**config.mk**
```make
export PLATFORM = sky130hd
export DESIGN_NAME = decode_issue_queue
export DESIGN_NICKNAME = d
export VERILOG_FILES = /design/src/rtl/decode_issue_queue.sv
export SDC_FILE = /design/constraint.sdc
export NUM_CORES = 1
export LEC_CHECK = 0
export CAP_MARGIN = 20
export CORE_ASPECT_RATIO = 1.1
export CORE_UTILIZATION = 49
export CTS_BUF_LIST = sky130_fd_sc_hd__clkbuf_8 sky130_fd_sc_hd__clkbuf_16
export DETAILED_ROUTE_END_ITERATION = 16
export PLACE_DENSITY = 0.73
export SLEW_MARGIN = 30
export SYNTH_ARGS = -nofsm -noshare
export SYNTH_HDL_FRONTEND = slang
export SYNTH_SLANG_ARGS = --single-unit
```
**constraint.sdc**
```tcl
create_clock -name clk -period 3.3 [get_ports clk]
set_clock_uncertainty 0.2 [all_clocks]
set_input_delay 0.825 -clock clk [delete_from_list [all_inputs] [get_ports clk]]
set_output_delay 0.825 -clock clk [all_outputs]
set_load 0.02 [all_outputs]
```
**src/rtl/decode_issue_queue.sv**
```systemverilog
// Fetch-to-rename instruction queue: a small FIFO that classifies each raw instruction
// by opcode at enqueue and presents the head entry to the decode field extractor.
module decode_issue_queue #(
    parameter int DEPTH = 4,
    parameter int PC_W  = 32,
    parameter int CNT_W = 16
) (
    input  logic                     clk,
    input  logic                     rst,
    input  logic                     flush,
    input  logic                     in_valid,
    output logic                     in_ready,
    input  logic [31:0]              in_instr,
    input  logic [PC_W-1:0]          in_pc,
    output logic                     out_valid,
    input  logic                     out_ready,
    output logic [24:0]              out_instruction_data,
    output logic [6:0]               out_opcode,
    output logic [1:0]               out_group,
    output logic                     out_specifier,
    output logic                     out_illegal,
    output logic [PC_W-1:0]          out_pc,
    output logic [$clog2(DEPTH):0]   count,
    output logic [CNT_W-1:0]         stall_cycles
);

    localparam int PTR_W = $clog2(DEPTH);
    localparam logic [PTR_W:0]   FULL_CNT = (PTR_W + 1)'(DEPTH);
    localparam logic [PTR_W:0]   CNT_ONE  = (PTR_W + 1)'(1);
    localparam logic [PTR_W-1:0] PTR_ONE  = PTR_W'(1);
    localparam logic [CNT_W-1:0] STALL_ONE = CNT_W'(1);

    localparam logic [6:0] OP_R      = 7'b0110011;
    localparam logic [6:0] OP_I_ALU  = 7'b0010011;
    localparam logic [6:0] OP_LOAD   = 7'b0000011;
    localparam logic [6:0] OP_JALR   = 7'b1100111;
    localparam logic [6:0] OP_STORE  = 7'b0100011;
    localparam logic [6:0] OP_BRANCH = 7'b1100011;
    localparam logic [6:0] OP_LUI    = 7'b0110111;
    localparam logic [6:0] OP_AUIPC  = 7'b0010111;
    localparam logic [6:0] OP_JAL    = 7'b1101111;

    // Per-entry storage; contents are don't-care until written, so no reset.
    logic [24:0]     data_mem  [DEPTH];
    logic [6:0]      op_mem    [DEPTH];
    logic [1:0]      group_mem [DEPTH];
    logic            spec_mem  [DEPTH];
    logic            ill_mem   [DEPTH];
    logic [PC_W-1:0] pc_mem    [DEPTH];

    logic [PTR_W-1:0] wr_ptr;
    logic [PTR_W-1:0] rd_ptr;

    logic [6:0] in_opcode;
    logic [1:0] cls_group;
    logic       cls_spec;
    logic       cls_illegal;
    logic       push;
    logic       pop;

    assign in_opcode = in_instr[6:0];

    always_comb begin
        cls_group   = 2'b00;
        cls_spec    = 1'b0;
        cls_illegal = 1'b0;
        case (in_opcode)
            OP_R: begin
                cls_group = 2'b01;
            end
            OP_I_ALU, OP_LOAD, OP_JALR: begin
                cls_group = 2'b01;
                cls_spec  = 1'b1;
            end
            OP_STORE: begin
                cls_group = 2'b10;
            end
            OP_BRANCH: begin
                cls_group = 2'b10;
                cls_spec  = 1'b1;
            end
            OP_LUI, OP_AUIPC, OP_JAL: begin
                cls_group = 2'b00;
            end
            default: begin
                cls_illegal = 1'b1;
            end
        endcase
    end

    // Handshake: a transfer happens on an edge where valid and ready are both high;
    // ready depends only on registered occupancy, never combinationally on the consumer.
    assign in_ready  = (count != FULL_CNT);
    assign out_valid = (count != '0);
    assign push      = in_valid & in_ready;
    assign pop       = out_valid & out_ready;

    always_ff @(posedge clk) begin
        if (push && !flush) begin
            data_mem[wr_ptr]  <= in_instr[31:7];
            op_mem[wr_ptr]    <= in_opcode;
            group_mem[wr_ptr] <= cls_group;
            spec_mem[wr_ptr]  <= cls_spec;
            ill_mem[wr_ptr]   <= cls_illegal;
            pc_mem[wr_ptr]    <= in_pc;
        end
    end

    always_ff @(posedge clk or posedge rst) begin
        if (rst) begin
            wr_ptr <= '0;
            rd_ptr <= '0;
            count  <= '0;
        end else if (flush) begin
            wr_ptr <= '0;
            rd_ptr <= '0;
            count  <= '0;
        end else begin
            if (push) begin
                wr_ptr <= wr_ptr + PTR_ONE;
            end
            if (pop) begin
                rd_ptr <= rd_ptr + PTR_ONE;
            end
            case ({push, pop})
                2'b10:   count <= count + CNT_ONE;
                2'b01:   count <= count - CNT_ONE;
                default: count <= count;
            endcase
        end
    end

    always_ff @(posedge clk or posedge rst) begin
        if (rst) begin
            stall_cycles <= '0;
        end else if (out_valid && !out_ready && !flush && (stall_cycles != '1)) begin
            stall_cycles <= stall_cycles + STALL_ONE;
        end
    end

    // Head fields are forced to zero when empty so stale storage never leaks out.
    always_comb begin
        out_instruction_data = '0;
        out_opcode           = '0;
        out_group            = '0;
        out_specifier        = 1'b0;
        out_illegal          = 1'b0;
        out_pc               = '0;
        if (out_valid) begin
            out_instruction_data = data_mem[rd_ptr];
            out_opcode           = op_mem[rd_ptr];
            out_group            = group_mem[rd_ptr];
            out_specifier        = spec_mem[rd_ptr];
            out_illegal          = ill_mem[rd_ptr];
            out_pc               = pc_mem[rd_ptr];
        end
    end

endmodule

```
==> metrics <==
status=complete, no violations; Max Cap Viol=0; Worst VDD drop=0.489 mV; Worst EP required=2.27 ns; Slew headroom=60.8%; Max Fanout on Critical Path=12; Cells after Synth=569; Port Buf Inserts=157; share of cells above drive strength 1=23.1%; GR Overflow Total=0; Detailed Route Iter0 Violations=370; top cells by area in the synthesized netlist=edfxtp_1 71%, mux4_2 13%, dfrtp_1 5.0%; Worst-path clk slew=approximately 0.060 ns; Seq/Total Area, Yosys=75.6%; wire per inst=approximately 21 µm; leak pwr=4.99 nW; post-layout util=63.7%; PwrDens=~760 mW/mm²; Cell Area, Synth=between 0.01 and 0.015 mm²; EDFF count, synth=272; Async SR Flop Fraction=7.80%; synth warn=0; Avg Synthesized Cell Area=20.3 µm²; hold crit path type=register to register; Post-DP HPWL=14900 µm; largest net degree at the start of global routing=54; Detail Route Antenna Nets=0; Yosys reg bits=295; CTS Sinks=295; Met1 Wirelength=9270 µm; main flop type after synthesis=edfxtp_1; drt via density=roughly 5.5; first-pass GRT wire length=36200 µm; Reg2Reg Setup Slack=0.85 ns; Site Rows=just under 60; Die Area=0.0242 mm²; vias post-DR=a little over 6000; io pins=158; Worst Slack Setup Final=0.0202 ns; clk_lat worst skew=0.52 ns; Synth cell types=40; critical path class=register to output pin; Routed WL=23100 µm; Initial Utilization=50.3%; met2 wire len=11800 µm; final hold violation count=0; fin area=0.0146 mm²; r2r endpoint=count[2]; initial antenna violation count=1; post-place instance area=0.0138 mm²; Hold Path Origin=stall_cycles[5]; post-route insts no fill=1090; number of global-route vias before repair=6510; first-pass iteration count of the detailed router=5; Setup Viol. Count Final=0; DP Worst Slack=~0.25 ns; fill count=between 1500 and 2000; GP Congestion=0.809; startpoint types=register; Worst Hold Endpoint=stall_cycles[5]; Synth top cells by count=272 x edfxtp_1, 72 x and2_1, 68 x mux4_2; most frequent cell after synthesis=edfxtp_1; Synth Net Count=644; TritonCTS clock tree=built; chip width=148 µm; metal3 WL=1620 µm; Num CTS Buffers=29; Slew @ Worst Pin=0.583 ns; placed cells=around 1000; DR top layer=met5; total power=0.0112 W; chip height=between 150 and 200 µm; core footprint=0.0230 mm²; Area growth syn-to-layout=26.6%; H-tree levels=1; R2R depth=6; unrepaired setup endpoints after global routing=true; clk buf depth=3; CTS Hold Bufs=0; clock period minus final worst setup slack=~3.3 ns; Critical R2R Launch=count[0]; crit path DAT=2.25 ns; Overall Global Routing Usage=19.8%; Tcrit/Tclk final=99.4%; Yosys top cell area share=between 70% and 80%; area leader, netlist=edfxtp_1; hold path cells=1; Nets=845; drt drc=0; max frequency=around 0.30 GHz; CP endpoint kind=output pin; Root Driver=clkbuf_16; fin. max-slew vios=0
[power by group]
group,internal (W),switching [W],leakage (nW)
clock network,0.00166,0.00127,0.426
registers,0.00435,0.000146,2.77
logic,0.00177,0.00196,1.79
[layout make-up]
type                            instances  area, µm²  share of cell area, %
Antenna cell                            1       2.50                 0.0171
Clock buffer                           29        726                   4.95
Clock inverter                         21        124                  0.846
Inverter                                7       26.3                  0.179
Multi-Input combinational cell        241       2690                   18.4
Sequential cell                       295       8750                   59.7
Tap cell                              300        375                   2.56
Timing Repair Buffer                  196       1950                   13.3
[stage by stage]
stage,hold WS [ns],TNS [ns]
global route,0.349,-0.312
CTS,0.318,-0.00999
global placement,0.299,0
floorplan,0.343,0
finish,0.326,0
detailed placement,0.302,0
[per-layer routing]
metal / vias up / global-route usage, %
met5: - / 0
met4: 2 / 5.39
met3: 31 / 3.85
met2: 219 / 34.0
met1: 3107 / 25.9
li1: 2673 / -
[flip-flops by register name, summed over array words and instances (netlist names)]
signal / cells
stall_cycles: 16
count: 3
op_mem: 28
data_mem: 100
wr_ptr: 2
spec_mem: 4
rd_ptr: 2
ill_mem: 4
pc_mem: 128
group_mem: 8
[critical path, cell delays in order, from the launching register on]
cell             delay [ns]
dfrtp_4                0.51
buf_12                 0.17
buf_4                  0.14
mux4_2                 0.48
and2_1                 0.17
clkdlybuf4s15_2        0.27
[worst max-delay path by stage]
stage                         start  cells past startpoint  slack, ns              to
after CTS                 rd_ptr[0]                      5     -0.009      out_pc[27]
final                     rd_ptr[0]                      5       0.02      out_pc[27]
after floorplan               flush                      3       0.61  data_mem[0][0]
after global placement    rd_ptr[0]                      4       0.27      out_pc[10]
after global routing      rd_ptr[0]                      5      -0.07      out_pc[27]
after detailed placement  rd_ptr[0]                      4       0.25      out_pc[10]
[repair_timing]
action / CTS / global route
gates cloned: 0 / 0
buffers inserted: 6 / 5
resized for setup: 117 / 30
endpoints found under the setup margin: 68 / 46
[cell usage in the layout, fill, tap and decap left out, types with 2 or more instances in the layout]
master             n
and2_4             4
buf_2             11
inv_1              9
or3b_1             2
xnor2_1           11
nand2_1            6
nor2_1             8
or3_1              3
nand3_1            9
buf_12            17
clkdlybuf4s15_2    3
nand4_1            7
a21oi_1            6
xor2_1             5
o21ai_0            2
mux2_2             3
ha_1               5
clkdlybuf4s15_1   18
clkbuf_2          10
nor4_1             5
nor2b_1            3
and2_1            68
buf_4             21
mux4_2            68
and3_1             4
clkinv_1           9
dfrtp_4            2
clkinv_2           5
edfxtp_1         272
dfrtp_1           21
clkbuf_16         29
clkinvlp_4         2
clkdlybuf4s50_1   89
dlygate4sd2_1     26
nor3_1             6
[cell families (layout without fill, tap and decap cells)]
group,Yosys count,in the layout,share of synthesized area [%]
fa+ha+maj,6,6,0.714
other cells,0,1,0
mux,72,72,13.6
buf+inv,33,253,1.23
compound gates,15,15,0.790
flops,295,295,75.6
xor+xnor,16,16,1.21
simple gates,132,132,6.85
Power figures use the tool's default switching activity.
